[config.mk]
export PLATFORM = sky130hd
export DESIGN_NAME = mem_arbiter_flat
export DESIGN_NICKNAME = d
export VERILOG_FILES = /design/src/rtl/mem_arbiter_if.sv /design/src/rtl/mem_arbiter.sv /design/src/flat_wrapper.sv
export SDC_FILE = /design/constraint.sdc
export NUM_CORES = 1
export LEC_CHECK = 0
export BUFFER_PORTS_ARGS = -buffer_cell sky130_fd_sc_hd__clkbuf_2
export CORE_MARGIN = 8
export CORE_UTILIZATION = 32
export CTS_BUF_LIST = sky130_fd_sc_hd__clkbuf_8
export DETAILED_ROUTE_END_ITERATION = 12
export SYNTH_ARGS = -nofsm -noshare
export SYNTH_HDL_FRONTEND = slang
export SYNTH_SLANG_ARGS = --single-unit
[constraint.sdc]
create_clock -name clk -period 1.8 [get_ports clk]
set_clock_uncertainty 0.15 [all_clocks]
set_input_delay 0.36 -clock clk [delete_from_list [all_inputs] [get_ports clk]]
set_output_delay 0.36 -clock clk [all_outputs]
set_load 0.02 [all_outputs]
[src/rtl/mem_arbiter_if.sv]
// Requester, completion and data-memory signals of the two-port memory arbiter.
// The slave modport is the arbiter's view. The master modport is the view of
// the requesters plus the data memory.
interface arb_if #(
    parameter int unsigned N = 32
);
    logic         req0;
    logic         req1;
    logic         we0;
    logic         we1;
    logic [N-1:0] addr0;
    logic [N-1:0] addr1;
    logic [N-1:0] wdata0;
    logic [N-1:0] wdata1;
    logic         done0;
    logic         done1;
    logic [N-1:0] rdata;
    logic         busy;
    logic [N-1:0] mem_address;
    logic [N-1:0] mem_data_in;
    logic         mem_we;
    logic [N-1:0] mem_data_out;

    modport slave (
        input  req0, req1, we0, we1, addr0, addr1, wdata0, wdata1, mem_data_out,
        output done0, done1, rdata, busy, mem_address, mem_data_in, mem_we
    );

    modport master (
        output req0, req1, we0, we1, addr0, addr1, wdata0, wdata1, mem_data_out,
        input  done0, done1, rdata, busy, mem_address, mem_data_in, mem_we
    );
endinterface

[src/rtl/mem_arbiter.sv]
// Two-port memory arbiter. Port 0 is instruction fetch and port 1 is load/store.
// It shares one single-cycle data memory between the two ports.
// Each transaction takes three cycles: IDLE (grant), ACCESS (memory cycle) and
// DONE (completion pulse).
// Optional macro ARB_FIXED_PRIO_EN: when it is defined, port 0 always wins
// contention and there is no last-grant pointer. When it is undefined,
// arbitration is round-robin.
module mem_arbiter #(
    parameter int unsigned N = 32
) (
    input  logic  clk,
    input  logic  reset,
    arb_if.slave  bus
);

    typedef enum logic [1:0] {
        S_IDLE   = 2'd0,
        S_ACCESS = 2'd1,
        S_DONE   = 2'd2
    } state_e;

    state_e       state_q, state_d;
    logic         port_q, port_d;
    logic         we_q, we_d;
    logic [N-1:0] mem_address_q, mem_address_d;
    logic [N-1:0] mem_data_in_q, mem_data_in_d;
    logic         mem_we_q, mem_we_d;
    logic [N-1:0] rdata_q, rdata_d;
    logic         done0_q, done0_d;
    logic         done1_q, done1_d;
    logic         busy_q, busy_d;
    logic         grant_port;

`ifdef ARB_FIXED_PRIO_EN
    // Fixed priority: port 0 wins whenever it requests.
    always_comb begin
        grant_port = 1'b0;
        if (!bus.req0) begin
            grant_port = 1'b1;
        end
    end
`else
    logic last_q, last_d;

    // Round-robin: under contention the port not granted last wins.
    always_comb begin
        grant_port = 1'b0;
        if (bus.req0 && bus.req1) begin
            grant_port = ~last_q;
        end else if (!bus.req0) begin
            grant_port = 1'b1;
        end
    end

    // The last-grant pointer moves only on a grant.
    always_comb begin
        last_d = last_q;
        if (state_q == S_IDLE && (bus.req0 || bus.req1)) begin
            last_d = grant_port;
        end
    end

    // Last-grant pointer register. Reset points it at port 1 so that port 0
    // wins the first contended grant.
    always_ff @(posedge clk) begin
        if (reset) begin
            last_q <= 1'b1;
        end else begin
            last_q <= last_d;
        end
    end
`endif

    // Next state and next value of every registered output.
    always_comb begin
        state_d       = state_q;
        port_d        = port_q;
        we_d          = we_q;
        mem_address_d = mem_address_q;
        mem_data_in_d = mem_data_in_q;
        mem_we_d      = 1'b0;
        rdata_d       = rdata_q;
        done0_d       = 1'b0;
        done1_d       = 1'b0;

        case (state_q)
            S_IDLE: begin
                if (bus.req0 || bus.req1) begin
                    state_d = S_ACCESS;
                    port_d  = grant_port;
                    if (grant_port) begin
                        we_d          = bus.we1;
                        mem_address_d = bus.addr1;
                        mem_data_in_d = bus.wdata1;
                    end else begin
                        we_d          = bus.we0;
                        mem_address_d = bus.addr0;
                        mem_data_in_d = bus.wdata0;
                    end
                    // The write enable is high for the whole ACCESS cycle and
                    // for no other cycle.
                    mem_we_d = grant_port ? bus.we1 : bus.we0;
                end
            end
            S_ACCESS: begin
                state_d = S_DONE;
                if (!we_q) begin
                    rdata_d = bus.mem_data_out;
                end
                done0_d = ~port_q;
                done1_d = port_q;
            end
            S_DONE: begin
                state_d = S_IDLE;
            end
            default: begin
                state_d = S_IDLE;
            end
        endcase

        busy_d = (state_d != S_IDLE);
    end

    // State and output registers. Reset drops any in-flight transaction.
    always_ff @(posedge clk) begin
        if (reset) begin
            state_q       <= S_IDLE;
            port_q        <= 1'b0;
            we_q          <= 1'b0;
            mem_address_q <= '0;
            mem_data_in_q <= '0;
            mem_we_q      <= 1'b0;
            rdata_q       <= '0;
            done0_q       <= 1'b0;
            done1_q       <= 1'b0;
            busy_q        <= 1'b0;
        end else begin
            state_q       <= state_d;
            port_q        <= port_d;
            we_q          <= we_d;
            mem_address_q <= mem_address_d;
            mem_data_in_q <= mem_data_in_d;
            mem_we_q      <= mem_we_d;
            rdata_q       <= rdata_d;
            done0_q       <= done0_d;
            done1_q       <= done1_d;
            busy_q        <= busy_d;
        end
    end

    assign bus.mem_address = mem_address_q;
    assign bus.mem_data_in = mem_data_in_q;
    assign bus.mem_we      = mem_we_q;
    assign bus.rdata       = rdata_q;
    assign bus.done0       = done0_q;
    assign bus.done1       = done1_q;
    assign bus.busy        = busy_q;

endmodule

[src/flat_wrapper.sv]
// flat-port wrapper written by rule: the top's interface ports become plain ports
module mem_arbiter_flat 
#(
    parameter int unsigned N = 32
)
  (clk, reset, bus_req0, bus_req1, bus_we0, bus_we1, bus_addr0, bus_addr1, bus_wdata0, bus_wdata1, bus_mem_data_out, bus_done0, bus_done1, bus_rdata, bus_busy, bus_mem_address, bus_mem_data_in, bus_mem_we);
  arb_if #(.N(N)) bus_i ();
  input  logic clk;
  input  logic reset;
  input wire logic [$bits(bus_i.req0)-1:0] bus_req0;
  input wire logic [$bits(bus_i.req1)-1:0] bus_req1;
  input wire logic [$bits(bus_i.we0)-1:0] bus_we0;
  input wire logic [$bits(bus_i.we1)-1:0] bus_we1;
  input wire logic [$bits(bus_i.addr0)-1:0] bus_addr0;
  input wire logic [$bits(bus_i.addr1)-1:0] bus_addr1;
  input wire logic [$bits(bus_i.wdata0)-1:0] bus_wdata0;
  input wire logic [$bits(bus_i.wdata1)-1:0] bus_wdata1;
  input wire logic [$bits(bus_i.mem_data_out)-1:0] bus_mem_data_out;
  output wire logic [$bits(bus_i.done0)-1:0] bus_done0;
  output wire logic [$bits(bus_i.done1)-1:0] bus_done1;
  output wire logic [$bits(bus_i.rdata)-1:0] bus_rdata;
  output wire logic [$bits(bus_i.busy)-1:0] bus_busy;
  output wire logic [$bits(bus_i.mem_address)-1:0] bus_mem_address;
  output wire logic [$bits(bus_i.mem_data_in)-1:0] bus_mem_data_in;
  output wire logic [$bits(bus_i.mem_we)-1:0] bus_mem_we;
  assign bus_i.req0 = bus_req0;
  assign bus_i.req1 = bus_req1;
  assign bus_i.we0 = bus_we0;
  assign bus_i.we1 = bus_we1;
  assign bus_i.addr0 = bus_addr0;
  assign bus_i.addr1 = bus_addr1;
  assign bus_i.wdata0 = bus_wdata0;
  assign bus_i.wdata1 = bus_wdata1;
  assign bus_i.mem_data_out = bus_mem_data_out;
  assign bus_done0 = bus_i.done0;
  assign bus_done1 = bus_i.done1;
  assign bus_rdata = bus_i.rdata;
  assign bus_busy = bus_i.busy;
  assign bus_mem_address = bus_i.mem_address;
  assign bus_mem_data_in = bus_i.mem_data_in;
  assign bus_mem_we = bus_i.mem_we;
  mem_arbiter #(.N(N)) u_core (.clk(clk), .reset(reset), .bus(bus_i));
endmodule
==> results of run 1 <==
[Yosys cell counts, types with 2 or more instances]
cell type / count / area [um2]
buf_4: 3 / 22.5
a311oi_1: 15 / 131
nand2_1: 65 / 244
and2_1: 2 / 12.5
nand3_1: 65 / 325
o21ai_1: 11 / 55.1
dfxtp_1: 105 / 2100
buf_1: 2 / 7.51
a311oi_2: 50 / 751
o21ai_0: 55 / 275
clkbuf_1: 49 / 184
nor2_1: 3 / 11.3
a21oi_1: 99 / 495
buf_6: 6 / 67.6
or3b_2: 2 / 17.5
buf_2: 8 / 40.0
[cells by family after synthesis]
kind of cell / synth area share, %
AND/OR/NAND/NOR: 13.5
flip-flops: 43.8
AO/OA/AOI/OAI: 35.9
buffers and inverters: 6.85
[layer usage]
| metal | share of wire [%] | vias to the layer above | track usage, % |
|---|---|---|---|
| met3 | 7.7 | 17 | 6.10 |
| met5 | 0 | - | 0 |
| li1 | - | 2486 | - |
| met1 | 44 | 2368 | 21.8 |
| met2 | 47 | 207 | 28.1 |
| met4 | 1.5 | 0 | 6.12 |
[power breakdown]
part,total (mW),internal [mW],leakage (nW),switching [mW]
Clock,1.47,0.588,0.0924,0.878
Sequential,2.68,2.55,0.867,0.125
Combinational,1.69,0.669,1.88,1.02
[worst max path at each step]
stage	slack (ns)	cells after the start	to	from
after floorplan	0.25	6	u_core.bus.mem_address[17]	bus_req1
after global placement	0.04	6	u_core.bus.mem_address[24]	bus_req0
after detailed placement	0.01	5	u_core.bus.mem_data_in[26]	bus_req0
after CTS	0.24	4	u_core.bus.mem_data_in[27]	u_core.last_q
after global routing	0.12	4	u_core.bus.mem_address[8]	u_core.last_q
final	0.25	4	u_core.bus.mem_address[21]	u_core.state_q[1]
[final cells by class]
class,instances,share of cell area [%]
Timing Repair Buffer,286,25.4
Sequential cell,105,31.8
Clock inverter,5,0.569
Clock buffer,11,2.29
Multi-Input combinational cell,375,36.3
Inverter,2,0.114
Antenna cell,1,0.0379
Tap cell,184,3.49
[sequential cells by signal (all words and copies together), names as in the netlist]
signal                  flops
u_core.state_q              2
u_core.bus.mem_we           1
u_core.bus.done0            1
u_core.bus.busy             1
u_core.bus.mem_data_in     32
u_core.port_q               1
u_core.bus.done1            1
u_core.we_q                 1
u_core.last_q               1
u_core.bus.mem_address     32
u_core.bus.rdata           32
[through the flow]
step	worst slack (ns)	utilization, %	power, mW
after floorplan	0.247	-	3.76
after global placement	0.0444	43.9	4.43
after detailed placement	0.00996	43.9	4.44
after CTS	0.237	45.2	5.91
after global routing	0.125	45.2	6.14
final	0.246	45.2	5.83
[critical path, delay by kind of cell, from the launching register on]
| kind | cells | cell delay [ns] |
|---|---|---|
| simple gates | 1 | 0.19 |
| flops | 1 | 0.37 |
| compound gates | 2 | 0.39 |
| buf+inv | 1 | 0.36 |
[cell usage in the layout (no fill, tap or decap), types with 2 or more instances in the layout]
| cell | instances |
|---|---|
| clkbuf_2 | 264 |
| dfxtp_1 | 105 |
| a21oi_1 | 99 |
| nand2_1 | 65 |
| nand3_1 | 65 |
| o21ai_0 | 55 |
| a311oi_2 | 50 |
| a311oi_1 | 15 |
| buf_12 | 15 |
| o21ai_1 | 11 |
| clkbuf_8 | 11 |
| buf_4 | 7 |
| or3b_2 | 2 |
| nor2_1 | 2 |
| inv_6 | 2 |
| clkinvlp_4 | 2 |
==> run_results.csv, run 1 <==
group,metric,value,unit
synth,syn_avg_cell_area,8.73,um2
drt,dr.pass1.iters,5,
synth,synth-edff-count,0,
power,vdd_ir_drop_max,0.000353,V
cts,path_clk_slew,0.11,ns
floorplan,die_area,19200,um2
global_route,grt_use_total,17.7,%
timing,tns,0,ns
cells_and_area,final_nets,945,
setup_path,crit_slowest_cell,"dfxtp_1",
synth,synth_area,4800,um2
synth,yosysSeqAreaShare,43.8,%
synth,ys.flop_type,"dfxtp_1",
cells_and_area,fillCellCount,1458,
setup_path,critPathKind,"flip-flop to flip-flop",
setup_path,critPathRequiredTime,1.94,ns
run,max_cap_violations,0,
synth,synth_cells,550,
synth,synth_fp_nets,716,
synth,async_reset_ff_share,0,%
global_route,grt_pass1_wl,28300,um
place,dp_hpwl,12500,um
cts,cts_root_buf,"clkbuf_8",
setup_path,critPathMaxStageDelay,0.37,ns
cells_and_area,multi_input_area,2400,um2
timing,period_share,86.4,%
power,leakage,2.84,nW
drt,drc,0,
cts,numCtsBuffers,9,
global_route,grt_start_max_net_pins,68,
setup_path,reg2reg_depth,4,
floorplan,die_x,139,um
cts,post_cts_resize_count,0,
hold_path,whs_path_depth,3,
hold_path,hp-class,"input pin to flip-flop",
floorplan,start_util,32.9,%
floorplan,die_y,139,um
cts,clk_latency,0.37,ns
synth,ys_types,26,
place,post_dp_cell_area,6410,um2
drt,via_count,5078,
global_route,gr-total-overflow,0,
timing,max_freq,643,MHz
drt,ant_nets,0,
timing,fin_hold_ws,0.0399,ns
cts,clk_path_buf_depth,2,
setup_path,ff2ff_setup_slack,0.25,ns
drt,drtIter0Drc,237,
timing,hold_violations,0,
cells_and_area,layout.cells.non_filler,969,
timing,worst_pin_slew,0.600,ns
floorplan,io-pin-count,266,
floorplan,num_rows,44,
drt,post_drt_via_cell_ratio,5.24,
drt,wirelength,17700,um
timing,slew-limit-headroom,60.0,%
cts,h-tree-depth,3,
power,p_per_area,884,nW/um2
floorplan,core_area,14600,um2
cts,cts_sinks,105,
cts,postCtsSetupRepairBufs,0,
setup_path,path_cells,"nor2_4 -> buf_4 -> a21oi_1 -> a311oi_2",
cells_and_area,synthToLayoutAreaGrowth,37.5,%
setup_path,critPathCaptureType,"flip-flop",
timing,layout_min_cycle_time,1.55,ns
global_route,grt_antenna_before_repair,1,
setup_path,cp_data_arrival_time,1.69,ns
cells_and_area,drive_gt1_share,46.0,%
hold_path,hp-start,"bus_mem_data_out[26]",
drt,avgRoutedWirePerCell,18.3,um
place,port_buffers,265,
cts,cts_tree,"done",
cells_and_area,design_area,6600,um2
global_route,grt_pass1_vias,5157,
synth,yosys_register_bits,105,
setup_path,timing.rr.end,"u_core.bus.mem_address[21]",
place,place_congestion,0.753,
cells_and_area,seqCellArea,2100,um2
synth,yosysWarnings,0,
setup_path,path_max_fanout,30,
outcome,outcome,"finished clean",
setup_path,cp-start-kind,"flip-flop",
timing,finalSetupViolCount,0,
hold_path,hold_end,"u_core.bus.rdata[26]",
place,dp.cells,952,
timing,rsz0062_at_grt,"false",
timing,drv_slew,0,
setup_path,r2r_start,"u_core.state_q[1]",
cts,holdBufCountCts,0,
No activity file was read; power rests on OpenSTA's default activity.
==> inputs of run 2 (changes only) <==
PLACE_DENSITY = 0.57   (was default)
==> run 2 against run 1 <==
Sequential share of layout area grew 0.25 points; worst setup slack lost 0.12 ns; global-route usage is essentially flat; count of clock-buffer cells in the layout grew 1; sequential power is essentially flat; register-to-register slack lost 0.12 ns; cell area shrank 0.78%; power grew 1.3%; non-clock buffer count shrank 4; cell count shrank 0.52%; worst hold slack gained 0.013 ns.
==> run_results.csv, run 2 (same netlist as run 1, synthesis figures left out) <==
group,metric,value,unit
cts,postCtsSetupRepairBufs,0,
floorplan,die_area,19200,um2
setup_path,reg2reg_depth,3,
cells_and_area,final_common_cell,"clkbuf_2",
drt,dr.pass1.iters,5,
setup_path,r2r_start,"u_core.state_q[0]",
timing,worst_pin_slew,0.661,ns
cts,post_cts_resize_count,0,
setup_path,critPathRequiredTime,1.90,ns
timing,finalSetupViolCount,0,
floorplan,num_rows,44,
global_route,grt_start_max_net_pins,70,
timing,hold_violations,0,
cts,clk_latency,0.37,ns
setup_path,path_max_fanout,32,
cts,path_clk_slew,0.09,ns
floorplan,die_y,139,um
cells_and_area,synthToLayoutAreaGrowth,36.4,%
cts,cts_sinks,105,
setup_path,timing.rr.end,"u_core.bus.rdata[17]",
hold_path,whs_path_depth,3,
cts,clk_path_buf_depth,2,
power,leakage,2.83,nW
timing,max_freq,596,MHz
cts,numCtsBuffers,9,
drt,via_count,5167,
setup_path,critPathCaptureType,"flip-flop",
drt,ant_nets,0,
timing,period_share,93.2,%
setup_path,cp-start-kind,"flip-flop",
drt,avgRoutedWirePerCell,18.5,um
global_route,grt_pass1_wl,28200,um
setup_path,crit_slowest_cell,"or3b_2",
floorplan,die_x,139,um
global_route,gr-total-overflow,0,
setup_path,critPathMaxStageDelay,0.76,ns
global_route,grt_antenna_before_repair,0,
power,internal_power,3.94,mW
power,fin_total_pwr,5.91,mW
hold_path,hp-start,"bus_mem_data_out[10]",
drt,drc,0,
floorplan,io-pin-count,266,
timing,tns,0,ns
global_route,grt_use_total,17.7,%
floorplan,start_util,32.9,%
timing,layout_min_cycle_time,1.68,ns
power,p_switching,1.96,mW
timing,drv_slew,0,
place,dp.cells,948,
cells_and_area,drive_gt1_share,45.5,%
power,clockPowerShare,26.4,%
cts,h-tree-depth,3,
setup_path,cp_data_arrival_time,1.78,ns
power,power_frac_comb,28.0,%
power,vdd_ir_drop_max,0.000331,V
power,p_sw_share,33.2,%
drt,wirelength,17800,um
cells_and_area,layout.cells.non_filler,964,
setup_path,path_cells,"or3b_2 -> nand2_1 -> a21oi_1",
power,p_seq_share,45.6,%
timing,fin_hold_ws,0.0531,ns
drt,drtIter0Drc,275,
global_route,grt_pass1_vias,5521,
cells_and_area,final_cell_mix,"clkbuf_2 (264), dfxtp_1 (105), a21oi_1 (99)",
setup_path,ff2ff_setup_slack,0.12,ns
cells_and_area,fillCellCount,1458,
cells_and_area,antennaDiodeCount,0,
hold_path,hp-class,"input pin to flip-flop",
place,dp_hpwl,12800,um
timing,slew-limit-headroom,55.9,%
cts,holdBufCountCts,0,
hold_path,hold_end,"u_core.bus.rdata[10]",
cells_and_area,final_nets,941,
cts,cts_tree,"done",
drt,post_drt_via_cell_ratio,5.36,
power,p_per_area,902,nW/um2
run,max_cap_violations,0,
place,place_congestion,0.853,
place,port_buffers,265,
timing,rsz0062_at_grt,"false",
setup_path,critPathKind,"flip-flop to flip-flop",
cts,cts_root_buf,"clkbuf_8",
outcome,outcome,"finished clean",
floorplan,core_area,14600,um2
==> run 2: final cells by class <==
type | count | area [um2] | area share, %
multi-input cells | 375 | 2400 | 36.6
flip-flops and latches | 105 | 2100 | 32.1
repair buffers | 282 | 1610 | 24.5
well taps | 184 | 230 | 3.51
clock buffers | 12 | 165 | 2.52
clock inverters | 4 | 42.5 | 0.649
inverters | 2 | 7.51 | 0.115
==> run 2: power groups by stage <==
stage,sequential [mW],clock [mW],combinational (mW)
floorplan,2.98,0,0.781
global placement,2.75,0,1.64
detailed placement,2.75,0,1.67
CTS,2.70,1.61,1.67
global route,2.72,1.68,1.80
finish,2.70,1.56,1.65
==> run 2: per-layer routing <==
layer / up-vias / part of all wire (%) / GRT usage, %
li1: 2478 / - / -
met1: 2424 / 42 / 20.7
met2: 246 / 49 / 30.1
met3: 19 / 7.9 / 5.14
met4: 0 / 1.6 / 6.41
met5: - / 0 / 0
==> run 2: worst max path at each step <==
stage | from | end | slack [ns] | depth (start not counted)
floorplan | bus_req1 | u_core.bus.mem_address[17] | 0.25 | 6
global placement | bus_req0 | u_core.bus.mem_data_in[30] | 0.1 | 5
finish | u_core.state_q[0] | u_core.bus.rdata[17] | 0.12 | 3
global route | u_core.state_q[0] | u_core.bus.rdata[9] | 0.008 | 3
detailed placement | bus_req0 | u_core.bus.mem_address[10] | 0.006 | 5
CTS | u_core.state_q[0] | u_core.bus.rdata[17] | 0.10 | 3
==> run 2: worst max-delay path: cells and delay by family, from the launching register on <==
family	cells	cell delay (ns)
AND/OR/NAND/NOR	2	0.93
flip-flops	1	0.41
AO/OA/AOI/OAI	1	0.07
==> run 2: per-stage QoR <==
step | instance area (um2) | worst slack, ns | util (%)
final | 6550 | 0.122 | 44.9
after floorplan | 4800 | 0.247 | -
after detailed placement | 6340 | 0.00594 | 43.5
after global routing | 6550 | 0.00756 | 44.9
after global placement | 6340 | 0.0997 | 43.5
after CTS | 6550 | 0.100 | 44.9
